<file path="src/rtl/reaction_pkg.sv">
// rtl/reaction_pkg.sv - shared types and helpers for the reaction-game scoreboard
// Contents:
//   state_t  : scoreboard FSM states
//   winner_t : round / match winner codes driven on last_winner and match_winner
//   sat_inc  : saturating increment used by the timer and score counters
package reaction_pkg;

   typedef enum logic [1:0] {
      IDLE       = 2'd0,
      TIMING     = 2'd1,
      RESULT     = 2'd2,
      MATCH_OVER = 2'd3
   } state_t;

   typedef enum logic [1:0] {
      WIN_NONE = 2'b00,
      WIN_P1   = 2'b01,
      WIN_P2   = 2'b10,
      WIN_TIE  = 2'b11
   } winner_t;

   // Operates on a 32-bit container so every counter width can share it;
   // callers pass their own all-ones ceiling and cast the result back down.
   function automatic logic [31:0] sat_inc(input logic [31:0] value, input logic [31:0] ceiling);
      return (value >= ceiling) ? ceiling : value + 32'd1;
   endfunction

endpackage

</file>
<file path="src/rtl/rise_detect.sv">
// rtl/rise_detect.sv - one-bit registered rising-edge detector
// Ports:
//   clk   in  1  system clock
//   reset in  1  asynchronous, active-high; clears the history register
//   d     in  1  level to watch, already synchronous to clk
//   rise  out 1  high for the cycle in which d is 1 and was 0 on the previous edge
module rise_detect (
   input  logic clk,
   input  logic reset,
   input  logic d,
   output logic rise
);

   logic prev;

   always_ff @(posedge clk or posedge reset) begin
      if (reset) begin
         prev <= 1'b0;
      end else begin
         prev <= d;
      end
   end

   assign rise = d & ~prev;

endmodule

</file>
<file path="src/rtl/reaction_scoreboard.sv">
// rtl/reaction_scoreboard.sv - passive reaction-time and match scoreboard for the reaction game
// Ports:
//   clk          in  1        system clock
//   reset        in  1        asynchronous, active-high
//   clear        in  1        synchronous match clear, overrides every state
//   start_led    in  1        game start light
//   win1_led     in  1        player-1 win light
//   win2_led     in  1        player-2 win light
//   score1       out SCORE_W  player-1 round wins (saturating)
//   score2       out SCORE_W  player-2 round wins (saturating)
//   last_time    out TIME_W   reaction time of the last decided round, in clk cycles
//   best_time    out TIME_W   fastest single-winner round this match, all-ones if none
//   last_winner  out 2        01 p1, 10 p2, 11 tie, 00 none
//   result_valid out 1        one-cycle pulse when a round result is committed
//   match_over   out 1        held once either score reaches WINS_TO_MATCH
//   match_winner out 2        01 / 10 while match_over, 00 otherwise
module reaction_scoreboard
   import reaction_pkg::*;
#(
   parameter int TIME_W        = 24,
   parameter int SCORE_W       = 4,
   parameter int WINS_TO_MATCH = 5
) (
   input  logic               clk,
   input  logic               reset,
   input  logic               clear,
   input  logic               start_led,
   input  logic               win1_led,
   input  logic               win2_led,
   output logic [SCORE_W-1:0] score1,
   output logic [SCORE_W-1:0] score2,
   output logic [TIME_W-1:0]  last_time,
   output logic [TIME_W-1:0]  best_time,
   output logic [1:0]         last_winner,
   output logic               result_valid,
   output logic               match_over,
   output logic [1:0]         match_winner
);

   localparam logic [31:0]        TIME_MAX  = 32'({TIME_W{1'b1}});
   localparam logic [31:0]        SCORE_MAX = 32'({SCORE_W{1'b1}});
   localparam logic [SCORE_W-1:0] WIN_SCORE = SCORE_W'(WINS_TO_MATCH);

   state_t             state;
   logic [TIME_W-1:0]  timer;
   logic [TIME_W-1:0]  timer_next;
   logic [SCORE_W-1:0] score1_next;
   logic [SCORE_W-1:0] score2_next;
   logic               rise_start;
   logic               rise_win1;
   logic               rise_win2;

   rise_detect u_start_rise (.clk(clk), .reset(reset), .d(start_led), .rise(rise_start));
   rise_detect u_win1_rise  (.clk(clk), .reset(reset), .d(win1_led),  .rise(rise_win1));
   rise_detect u_win2_rise  (.clk(clk), .reset(reset), .d(win2_led),  .rise(rise_win2));

   // timer_next is also the cycle distance from the start-light edge to the
   // current edge, which is exactly the reaction time committed on a win.
   assign timer_next  = TIME_W'(sat_inc(32'(timer), TIME_MAX));
   assign score1_next = SCORE_W'(sat_inc(32'(score1), SCORE_MAX));
   assign score2_next = SCORE_W'(sat_inc(32'(score2), SCORE_MAX));

   always_ff @(posedge clk or posedge reset) begin
      if (reset) begin
         state        <= IDLE;
         timer        <= '0;
         score1       <= '0;
         score2       <= '0;
         last_time    <= '0;
         best_time    <= '1;
         last_winner  <= WIN_NONE;
         result_valid <= 1'b0;
         match_over   <= 1'b0;
         match_winner <= WIN_NONE;
      end else begin
         result_valid <= 1'b0;
         if (clear) begin
            state        <= IDLE;
            timer        <= '0;
            score1       <= '0;
            score2       <= '0;
            last_time    <= '0;
            best_time    <= '1;
            last_winner  <= WIN_NONE;
            match_over   <= 1'b0;
            match_winner <= WIN_NONE;
         end else begin
            case (state)
               IDLE: begin
                  if (rise_start) begin
                     state <= TIMING;
                     timer <= '0;
                  end
               end

               TIMING: begin
                  timer <= timer_next;
                  if (rise_win1 | rise_win2) begin
                     last_time    <= timer_next;
                     result_valid <= 1'b1;
                     state        <= RESULT;
                     if (rise_win1 & rise_win2) begin
                        last_winner <= WIN_TIE;
                     end else begin
                        if (rise_win1) begin
                           score1      <= score1_next;
                           last_winner <= WIN_P1;
                        end else begin
                           score2      <= score2_next;
                           last_winner <= WIN_P2;
                        end
                        if (timer_next < best_time) begin
                           best_time <= timer_next;
                        end
                     end
                  end else if (!start_led) begin
                     // The start light was high on entry and any earlier low
                     // would already have left TIMING, so low here is a fall.
                     state <= IDLE;
                  end
               end

               RESULT: begin
                  if (!win1_led && !win2_led) begin
                     if (score1 == WIN_SCORE) begin
                        state        <= MATCH_OVER;
                        match_over   <= 1'b1;
                        match_winner <= WIN_P1;
                     end else if (score2 == WIN_SCORE) begin
                        state        <= MATCH_OVER;
                        match_over   <= 1'b1;
                        match_winner <= WIN_P2;
                     end else begin
                        state <= IDLE;
                     end
                  end
               end

               MATCH_OVER: begin
                  state <= MATCH_OVER;
               end

               default: begin
                  state <= IDLE;
               end
            endcase
         end
      end
   end

endmodule

</file>
<file path="config.mk">
export PLATFORM = sky130hd
export DESIGN_NAME = reaction_scoreboard
export DESIGN_NICKNAME = d
export VERILOG_FILES = /design/src/rtl/reaction_pkg.sv /design/src/rtl/rise_detect.sv /design/src/rtl/reaction_scoreboard.sv
export SDC_FILE = /design/constraint.sdc
export NUM_CORES = 1
export LEC_CHECK = 0
export BUFFER_PORTS_ARGS = -buffer_cell sky130_fd_sc_hd__buf_2
export CAP_MARGIN = 20
export CORE_MARGIN = 1
export CORE_UTILIZATION = 45
export CTS_CLUSTER_DIAMETER = 150
export DETAILED_ROUTE_END_ITERATION = 10
export GPL_TIMING_DRIVEN = 0
export HOLD_SLACK_MARGIN = 0.15
export PLACE_DENSITY_LB_ADDON = 0.3
export SLEW_MARGIN = 20
export SYNTH_ARGS = -nofsm -noshare
export SYNTH_HDL_FRONTEND = slang
export SYNTH_SLANG_ARGS = --single-unit
</file>
<file path="constraint.sdc">
create_clock -name clk -period 6.2 [get_ports clk]
set_input_delay 0.31 -clock clk [delete_from_list [all_inputs] [get_ports clk]]
set_output_delay 0.31 -clock clk [all_outputs]
set_load 0.02 [all_outputs]
</file>
# Word level (Yosys, flattened, before mapping)
# Cells that the tools add are included.
# totals
wordCells	107
register_bits	91
output_inout_bits	62
in_bits	6
# classes
eq_ne	10
add_sub_neg	3
muxes	50
n_bitwise	8
reduce_logical	19
magnitude_cmp	4
# ops
op	n
two-way mux 24 bit	11
two-way mux 4 bit	12
case mux 24 bit (2 select lines)	1
two-way mux 2 bit	17
adder 24 x 1 -> 24 bit (second input constant)	1
greater-or-equal comparator 24 bit (second input constant)	1
less-than comparator 24 bit	1
AND reduction 4 bit	3
nonzero test 2 bit	6
adder 4 x 1 -> 4 bit (second input constant)	2
equality test 4 x 3 -> 1 bit (second input constant)	2
greater-or-equal comparator 4 bit (second input constant)	2
two-way mux 1 bit	8
case mux 2 bit (4 select lines)	1
inequality test 3 bit (second input constant)	2
AND reduction 3 bit	2
nonzero test 3 bit	2
AND 1 bit	4
equality test 2 bit (second input constant)	2
inequality test 2 bit (second input constant)	2
inequality test 4 bit (second input constant)	1
AND reduction 2 bit	2
inverter 1 bit	3
equality test 2 x 1 -> 1 bit (second input constant)	1
other kinds (4)	5

# Depth between registers and ports, before layout
# logic_depth
word_depth	8
ltp_mapped	16
ltp_nobuf	13

# Cells and area by module
# From an unflattened synthesis, not the netlist that was laid out.
# unflattened
cells_unflattened	498
hier_area_um2	5001.0
# by_module_without_submodules
mod	instances	cells_per_inst	area_per_inst_um2	seq_area_each_um2
reaction_scoreboard	1	489	4873.4	2232.1
rise_detect	3	3	42.5	25.0

# Worst setup path before layout
# Ideal clock, no wire load.
# synth_timing
path_kind	register to register
from	reg timer[0]
to	reg best_time[14]
stages_incl_launch_ff	16
synth_period_minus_slack_ns	3.330
path_buffers	3
required_ns	6.116
arrival_time_ns	3.246
path_slack_ns	2.870
setup_ns	0.084
path_cell_list	dfrtp_1 ha_1 and3_1 buf_2 and4_1 buf_2 and4_1 nor2_1 ha_1 a21oi_1 nand2_1 a2111oi_2 o211a_1 buf_2 a21oi_1 a311o_1
# synth_via
elab_chain_len	7
elab_cells_between_ends	11
classes_between	add/sub (1); order compare (2); mux (6); reduce/logical (2)
# synth_lines
element	line_no	source
start: declaration	reaction_scoreboard.sv:45	logic [TIME_W-1:0] timer;
start signal: assignment	reaction_scoreboard.sv:97	timer <= timer_next;
adder 24 x 1 -> 24 bit / greater-or-equal comparator 24 bit (equally long branches)	reaction_pkg.sv:25	return (value >= ceiling) ? ceiling : value + 32'd1;
two-way mux 24 bit (*)	reaction_pkg.sv:25	
parallel branches: the longest is 5 deep, another holds less-than comparator 24 bit	-	
end signal: assignment	reaction_scoreboard.sv:113	best_time <= timer_next;
end: declaration	reaction_scoreboard.sv:33	output logic [TIME_W-1:0] best_time,
# Mark *: on every way between the ends. The select of a mux whose other input is x is not followed.
# A chain may end at the register's enable or synchronous reset.

# Worst setup path after layout
# layout_timing
from	reg timer[0]
to	reg best_time[7]
# Same word-level chain as after synthesis.

==> flow_summary.yaml <==
setup_path:
  reg2reg_from: "timer[0]$_DFFE_PP0P_"
  path_class: "reg2reg"
  cp_common_cell: "buf_2"
  cpMaxStageDelayCell: "clkbuf_1"
  max_stage_delay_ns: 0.48
  reg2reg_depth: 16
  r2r-end: "best_time[7]$_DFFE_PP1P_"
  path_max_fanout: 10
  critical_path_required_ns: 6.51
  critPathLaunch: "timer[0]$_DFFE_PP0P_"
  path_cells: "ha_1 > and3_1 > buf_2 > and4_1 > buf_2 > nand2_1 > buf_2 > nand2_1 > ha_1 > a21oi_1 > o211ai_1 > o21ai_0 > o211a_1 > clkbuf_1 > a21oi_1 > o21bai_1"
  ff2ff_setup_slack_ns: 2.11
  crit_arrival_ns: 4.39
  crit_path_start_kind: "flip-flop"
  cp-end-kind: "flip-flop"
timing:
  fin_skew_ns: 0.008883
  period_minus_slack_ns: 4.089
  period_share: 0.6595
  worst_slew_pin_slew_ns: 0.7591
  final.setup.tns_ns: 0
  hold_viol: 0
  setup_ws_ns: 2.111
  rsz0062_at_grt: "no"
  final_max_slew_viol_count: 0
  fmax_mhz: 244.6
  max_slew_margin: 0.4892
  setup_viol: 0
place:
  gp_congestion: 0.8442
  port_buffers: 66
  placed_area_um2: 5534
  place_hpwl_mm: 9.268
  dpl_worst_slack_ns: 2.138
pwr:
  ir_drop_uv: 89.17
  p_per_area_nw_per_um2: 197.7
  p_leak_nw: 2.939
floorplanning:
  fp-row-count: 38
  ios: 68
  die_h_um: 107.4
  die_w_um: 107.4
  dieArea_um2: 11530
  core_um2: 10840
  initial_core_util: 0.4609
logic_synthesis:
  ys_types: 57
  synth_area_um2: 4996
  synth-edff-count: 0
  synth_cells: 488
  async_reset_ff_frac: 1.000
  yosys_most_used_dff: "dfrtp_1"
  postSynthAreaPerCell_um2: 10.24
  synth_seq_cells: 91
  ys_seq_area_frac: 0.4618
  syn-num-nets: 522
  synth_warnings: 0
global_routing:
  grt_pass1_wl_mm: 21.20
  grt_antenna_before_repair: 0
  grt_overflow: 0
  grt_pass1_vias: 4197
  grt.total_usage: 0.2396
  grt_max_degree: 75
detailed_routing:
  wl_per_cell_um: 17.82
  post-route-drc-count: 0
  first_iter_violations: 268
  antenna_left: 0
  dr.pass1.iters: 5
  met2_length_mm: 5.928
  dr_total_vias: 4182
  met1_length_mm: 6.087
  dr_wl_met3_um: 492
  route.top_layer_used: "met4"
  wl_mm: 12.74
  vias_per_cell: 5.849
final_layout:
  syn_to_final_growth_pct: 15.48
  layout_commonest_cell: "buf_2"
  nets: 604
  mostFrequentLayoutCells: "75 x buf_2, 67 x dfrtp_1, 44 x a22o_1"
  fin_area_um2: 5769
  drive_gt1_frac: 0.2383
  nFillCells: 1001
  diodes: 0
cts:
  cts_htree_levels: 3
  clockBufferDepth: 2
  cts_hold_buf: 4
  clock_latency_ns: 0.38
  clk_pin_slew_ns: 0.09
  root_buffer: "clkbuf_8"
  cts_sinks: 91
  numCtsBuffers: 9
  postCtsSetupRepairBufs: 0
  cts_tree: "yes"
  cts_resized: 0
outcome:
  status: "complete, no violations"
hold_path:
  worst_hold_path_type: "in2async"
flow_run:
  cap_violations: 0
critical path, delay by kind of cell (launching register included):
family	cells	cell delay, ns
AOI/OAI and AO/OA	6	1.23
DFF	1	0.47
adders and majority gates	2	0.61
buffers and inverters	4	1.08
and+or+nand+nor	4	0.64
sequential cells by signal (all words and copies together), names as in the netlist:
signal	cells
best_time	24
last_time	24
last_winner	2
match_over	1
match_winner	2
result_valid	1
score1	4
score2	4
state	2
timer	24
u_start_rise.prev	1
u_win1_rise.prev	1
u_win2_rise.prev	1
area by class of cell:
type                    instances  area [um2]  area share
multi-input cells             333        2396      0.4153
flip-flops and latches         91        2307      0.3999
repair buffers                 71       397.9     0.06897
well taps                     140       175.2     0.03036
plain buffers                  29       161.4     0.02798
clock buffers                  12       145.1     0.02516
inverters                      35       136.4     0.02364
clock inverters                 4       50.05    0.008675
where the power goes:
part           total (mW)  internal (mW)  switching (mW)
Combinational       0.112         0.0352          0.0766
Clock               0.408          0.197           0.211
Sequential          0.621          0.611         0.00965
Yosys cell counts (2+ instances only):
library cell / number / area (um2)
dfrtp_1: 67 / 1677
a22o_1: 44 / 385.4
a21oi_1: 42 / 210.2
inv_1: 35 / 131.4
nand2_1: 33 / 123.9
ha_1: 28 / 350.3
nor3_1: 26 / 130.1
dfstp_2: 24 / 630.6
nand3_1: 17 / 85.08
nor2_1: 17 / 63.81
o21ai_0: 16 / 80.08
o21bai_1: 15 / 112.6
clkbuf_1: 13 / 48.80
nand4_1: 10 / 62.56
buf_2: 9 / 45.04
a311o_1: 8 / 80.08
xor2_1: 7 / 61.31
and4_1: 6 / 52.55
buf_6: 5 / 56.30
a311oi_1: 4 / 35.03
a31oi_1: 4 / 25.02
and3_1: 4 / 25.02
o21a_1: 4 / 30.03
xnor2_1: 4 / 35.03
a211oi_1: 3 / 22.52
nand2b_1: 3 / 18.77
o211ai_1: 3 / 22.52
a21o_1: 2 / 15.01
and2b_1: 2 / 15.01
nand4_4: 2 / 42.54
nor2b_1: 2 / 12.51
nor3b_1: 2 / 15.01
o31ai_1: 2 / 15.01
o41ai_1: 2 / 17.52
kinds of logic after synthesis:
kind of cell,synth area share
AOI/OAI and AO/OA,0.2379
xor gates and xnor gates,0.01928
adders and majority gates,0.07012
buffers and inverters,0.05860
DFF,0.4618
muxes,0.002254
and+or+nand+nor,0.1500
stage by stage:
step	total power, mW	utilization	std cells	hold WS, ns
2_1_floorplan	0.7030	-	488	0.3414
3_3_place_gp	0.7369	0.5075	694	0.4565
3_5_place_dp	0.7418	0.5105	695	0.2549
4_1_cts	1.151	0.5322	715	0.4021
5_1_grt	1.187	0.5322	715	0.4203
6_report	1.140	0.5322	715	0.3996
how the worst max path moves through the flow:
stage / slack (ns) / to
after floorplan: 2.87 / best_time[14]$_DFFE_PP1P_
after global placement: 2.23 / best_time[15]$_DFFE_PP1P_
after detailed placement: 2.14 / best_time[7]$_DFFE_PP1P_
after CTS: 2.11 / best_time[7]$_DFFE_PP1P_
after global routing: 1.86 / best_time[11]$_DFFE_PP1P_
final: 2.11 / best_time[7]$_DFFE_PP1P_
layer usage:
| layer | up-vias | track usage |
|---|---|---|
| li1 | 1976 | - |
| met1 | 2081 | 0.3358 |
| met2 | 107 | 0.3719 |
| met3 | 18 | 0.03208 |
| met4 | 0 | 0.1018 |
| met5 | - | 0 |
Power figures use the tool's default switching activity.
